File: config.mk
export PLATFORM = sky130hd
export DESIGN_NAME = writeback_regfile
export DESIGN_NICKNAME = d
export VERILOG_FILES = /design/src/rtl/writeback_regfile_pkg.sv /design/src/rtl/writeback_mux.sv /design/src/rtl/writeback_regfile.sv
export SDC_FILE = /design/constraint.sdc
export NUM_CORES = 2
export LEC_CHECK = 0
export CORE_MARGIN = 1
export CORE_UTILIZATION = 25
export DETAILED_ROUTE_END_ITERATION = 10
export PLACE_DENSITY = 0.51
export SLEW_MARGIN = 20
export SYNTH_ARGS = -nofsm -noshare
export SYNTH_HDL_FRONTEND = slang
export SYNTH_SLANG_ARGS = --single-unit
File: constraint.sdc
create_clock -name clk -period 55 [get_ports clk]
set_clock_uncertainty 0.05 [all_clocks]
set_input_delay 11 -clock clk [delete_from_list [all_inputs] [get_ports clk]]
set_output_delay 11 -clock clk [all_outputs]
set_load 0.005 [all_outputs]
File: src/rtl/writeback_regfile_pkg.sv
// Shared processor package: datapath/address defaults, the hard-wired zero
// register index and the pipeline-register widths that depend on them.
package writeback_regfile_pkg;

  localparam int DATA_W_DEF   = 32;
  localparam int ADDR_W_DEF   = 5;
  localparam int ZERO_REG_IDX = 0;

  // Widths of the pipeline registers feeding this block
  localparam int MEMWB_CTRL_W = 2;  // RegWrite, MemtoReg
  localparam int MEMWB_W      = MEMWB_CTRL_W + 2 * DATA_W_DEF + ADDR_W_DEF;
  localparam int EXMEM_W      = MEMWB_CTRL_W + 1 + 2 * DATA_W_DEF + ADDR_W_DEF;

endpackage

File: src/rtl/writeback_mux.sv
// Writeback result select; shared with the execute-stage forwarding path.
module writeback_mux
  import writeback_regfile_pkg::*;
#(
  parameter int DATA_W = DATA_W_DEF
) (
  input  logic              mem_sel,
  input  logic [DATA_W-1:0] alu_result,
  input  logic [DATA_W-1:0] mem_data,
  output logic [DATA_W-1:0] result
);

  always_comb begin
    result = mem_sel ? mem_data : alu_result;
  end

endmodule

File: src/rtl/writeback_regfile.sv
// Two-read, one-write register file with r0 hard-wired to zero,
// write-before-read bypass and a committed-write counter.
module writeback_regfile
  import writeback_regfile_pkg::*;
#(
  parameter int DATA_W = DATA_W_DEF,
  parameter int ADDR_W = ADDR_W_DEF
) (
  input  logic              clk,
  input  logic              rst,
  input  logic              RegWriteW,
  input  logic              MemtoRegW,
  input  logic [DATA_W-1:0] ALUResultW,
  input  logic [DATA_W-1:0] DMReadDataW,
  input  logic [ADDR_W-1:0] WriteRegW,
  input  logic [ADDR_W-1:0] RA1D,
  input  logic [ADDR_W-1:0] RA2D,
  output logic [DATA_W-1:0] RD1D,
  output logic [DATA_W-1:0] RD2D,
  output logic [DATA_W-1:0] ResultW,
  output logic [31:0]       WBCount
);

  localparam int NREG = 2 ** ADDR_W;
  localparam logic [ADDR_W-1:0] ZERO_REG = ADDR_W'(ZERO_REG_IDX);

  logic [DATA_W-1:0] regs_q [NREG];
  logic [DATA_W-1:0] regs_d [NREG];
  logic [31:0]       wbcount_q;
  logic [31:0]       wbcount_d;
  logic              wr_en;

  writeback_mux #(
    .DATA_W (DATA_W)
  ) u_wb_mux (
    .mem_sel    (MemtoRegW),
    .alu_result (ALUResultW),
    .mem_data   (DMReadDataW),
    .result     (ResultW)
  );

  always_comb begin
    wr_en = RegWriteW && (WriteRegW != ZERO_REG);
  end

  always_comb begin
    regs_d = regs_q;
    if (wr_en) regs_d[WriteRegW] = ResultW;
    regs_d[ZERO_REG_IDX] = '0;
  end

  always_comb begin
    wbcount_d = wbcount_q + (wr_en ? 32'd1 : 32'd0);
  end

  always_ff @(posedge clk or posedge rst) begin
    if (rst) begin
      regs_q    <= '{default: '0};
      wbcount_q <= '0;
    end else begin
      regs_q    <= regs_d;
      wbcount_q <= wbcount_d;
    end
  end

  // Bypass is held off during reset so reads then see only the cleared array
  always_comb begin
    RD1D = regs_q[RA1D];
    RD2D = regs_q[RA2D];
    if (!rst && wr_en && (RA1D == WriteRegW)) RD1D = ResultW;
    if (!rst && wr_en && (RA2D == WriteRegW)) RD2D = ResultW;
    if (RA1D == ZERO_REG) RD1D = '0;
    if (RA2D == ZERO_REG) RD2D = '0;
  end

  assign WBCount = wbcount_q;

endmodule

==> results.toml <==
[logic_synthesis]
yosysWarnings = 0
synth_cell_types = 49
synth_nets = 5006
ys_seq_elements = 1024
yosysSeqAreaShare_pct = 48.44
synth-async-reset-ratio_pct = 100.0
syn_avg_cell_area_um2 = 10.75
netlist_instances = 4920
netlist_area_um2 = 52900
synthFlopType = "dfrtp_1"
synth-edff-count = 0

[clocking]
cts_buffer_depth = 3
cts_hold_buf = 0
postCtsSetupBuffers = 0
clock_sinks = 1024
ctsResizeCount = 0
clock_latency_ns = 0.77
clk_pin_slew_ns = 0.06
cts_root_buf = "clkbuf_16"
numCtsBuffers = 114
cts_tree = "yes"
htree_levels = 3

[route]
post_drt_wl_per_cell_um = 24.44
wl_um = 189700
drt_iter0_drc = 3729
drc_errors = 0
ant_nets = 0
vias = 40196
dr.pass1.iters = 5
via_per_inst = 5.179

[floorplanning]
fp.dieW_um = 462.0
dieArea_um2 = 213400
ios = 211
rows = 168
fp.dieH_um = 462.0
core-area_um2 = 210000
initial_core_util_pct = 25.19

[grt]
gr-total-overflow = 0
grt_pass1_wl_um = 280800
grt_max_degree = 140
antenna_found_initial = 1
first_global_vias = 40212
grt.total_usage_pct = 17.65

[min_path]
hold_path.class = "reg -> reg"
hold_depth = 1

[cells_and_area]
final_layout_size_suffix_gt1_share_pct = 18.49
syn2layout_area_growth_pct = 17.33
fin_nets = 4949
post-route-util_pct = 29.56

[sta]
finalSetupViolCount = 0
maxSlewViolCount = 0
timing.fmax_mhz = 37.57
finalSetupTns_ns = 0
relSlewSlack_pct = 15.23
rsz0062_at_grt = "false"
worst_pin_slew_ns = 1.264
fin_crit_ns = 26.61
min_period_over_period_pct = 48.39
hold_viol_final = 0

[placed_design]
routabilityCongestion = 0.8413
dp_hpwl_um = 112200
port_buffers = 210

[critical_path]
crit_required_ns = 43.95
ff2ff_path_depth = 5
worstPathMaxFanout = 30
worstSetupStartpointType = "primary input"
critPathCaptureType = "output port"
path_class = "in -> out"
critical_path_arrival_ns = 15.56

[power]
power.density_nw_per_um2 = 37.94
p_leak_nw = 25.24
ir_worst_vdd_mv = 0.02722

[flow_run]
max_cap_viol_count = 0

[status]
outcome = "completed"
synth_stat cells (10+ instances only):
library cell	n	share of area [%]
a211oi_1	63	0.89
buf_4	18	0.26
dfrtp_1	1024	48
nor3_1	126	1.2
mux4_2	446	19
a221oi_1	63	1.0
o21ai_0	428	4.0
buf_1	16	0.11
mux2i_1	43	0.81
o21ai_1	183	1.7
nor2b_1	39	0.46
mux2_2	65	1.4
nand4_1	10	0.12
nand3_1	17	0.16
a22oi_1	122	1.7
clkbuf_1	334	2.4
buf_2	137	1.3
xnor2_1	35	0.58
nand2_1	705	5.0
nor2_1	497	3.5
a21oi_1	390	3.7
inv_1	41	0.29
a22o_1	60	0.99
registers in the layout, indices dropped and copies added, names as in the netlist:
signal   flops
WBCount     32
regs_q     992
cells by family after synthesis:
group | Yosys count | share of synthesized area [%]
fa+ha+maj | 3 | 0.07096
buf+inv | 547 | 4.347
compound gates | 1321 | 14.34
mux | 554 | 21.18
xor+xnor | 40 | 0.6622
flops | 1024 | 48.44
simple gates | 1431 | 10.95
cell usage in the layout (no fill, tap or decap), types with 65 or more instances in the layout:
master,netlist,layout
nor3_1,126,126
o21ai_1,183,183
mux2_2,65,65
nor2_1,497,487
clkdlybuf4s50_1,0,201
a22oi_1,122,122
a21oi_1,390,390
buf_4,18,117
nand2_1,705,690
dfrtp_1,1024,1024
clkbuf_16,0,114
o21ai_0,428,428
mux4_2,446,446
routing by layer:
| layer | routed length (um) | part of all wire (%) | global-route usage, % | up-vias |
|---|---|---|---|---|
| li1 | - | - | - | 17765 |
| met3 | 11420 | 6.0 | 2.581 | 331 |
| met1 | 80410 | 42 | 23.44 | 20622 |
| met2 | 89590 | 47 | 28.52 | 1478 |
| met5 | 0 | 0 | 0 | - |
| met4 | 8253 | 4.4 | 7.708 | 0 |
worst max-delay path: stages:
cell,delay (ns)
clkdlybuf4s50_1,0.80
nor3_1,0.24
a21bo_1,0.48
o41ai_4,0.40
buf_4,0.60
nor3_1,0.26
a211oi_1,1.03
clkdlybuf4s50_1,0.70
worst paths after layout:
kind	startpoint	endpoint	slack, ns
setup / recovery	WriteRegW[3]	RD1D[3]	28.39
hold / removal	WBCount[31]	WBCount[31]	0.43
setup reg to reg	WBCount[13]	WBCount[31]	52.92
hold reg to reg	WBCount[31]	WBCount[31]	0.43
max in group asynchronous	rst	regs_q[231]	39.40
min in group asynchronous	rst	regs_q[959]	10.77
power by group:
group,switching [W],internal [W]
Combinational,0.000254,0.000261
Sequential,0.000120,0.000913
Clock,0.000338,0.000469
area by class of cell:
type	instances	area (um^2)
multi-input combinational	3349	25650
fill	21520	147900
clock buffer	166	3378
tap	2805	3510
antenna	1	2.502
inverter	41	161.4
clock inverter	42	571.8
sequential	1024	25620
timing repair buffer	333	3169
through the flow:
step | power, W | area, um^2 | hold WS, ns | cells | setup slack [ns]
floorplan | 0.001375 | 52900 | 0.4104 | 4920 | 7.342
global placement | 0.001537 | 57980 | 0.4107 | 7547 | 28.39
global route | 0.002472 | 62070 | 0.4477 | 7761 | 28.36
CTS | 0.002368 | 61930 | 0.4248 | 7755 | 28.47
finish | 0.002355 | 62070 | 0.4256 | 7761 | 28.39
detailed placement | 0.001555 | 57980 | 0.4165 | 7547 | 28.48
Power figures use the tool's default switching activity.
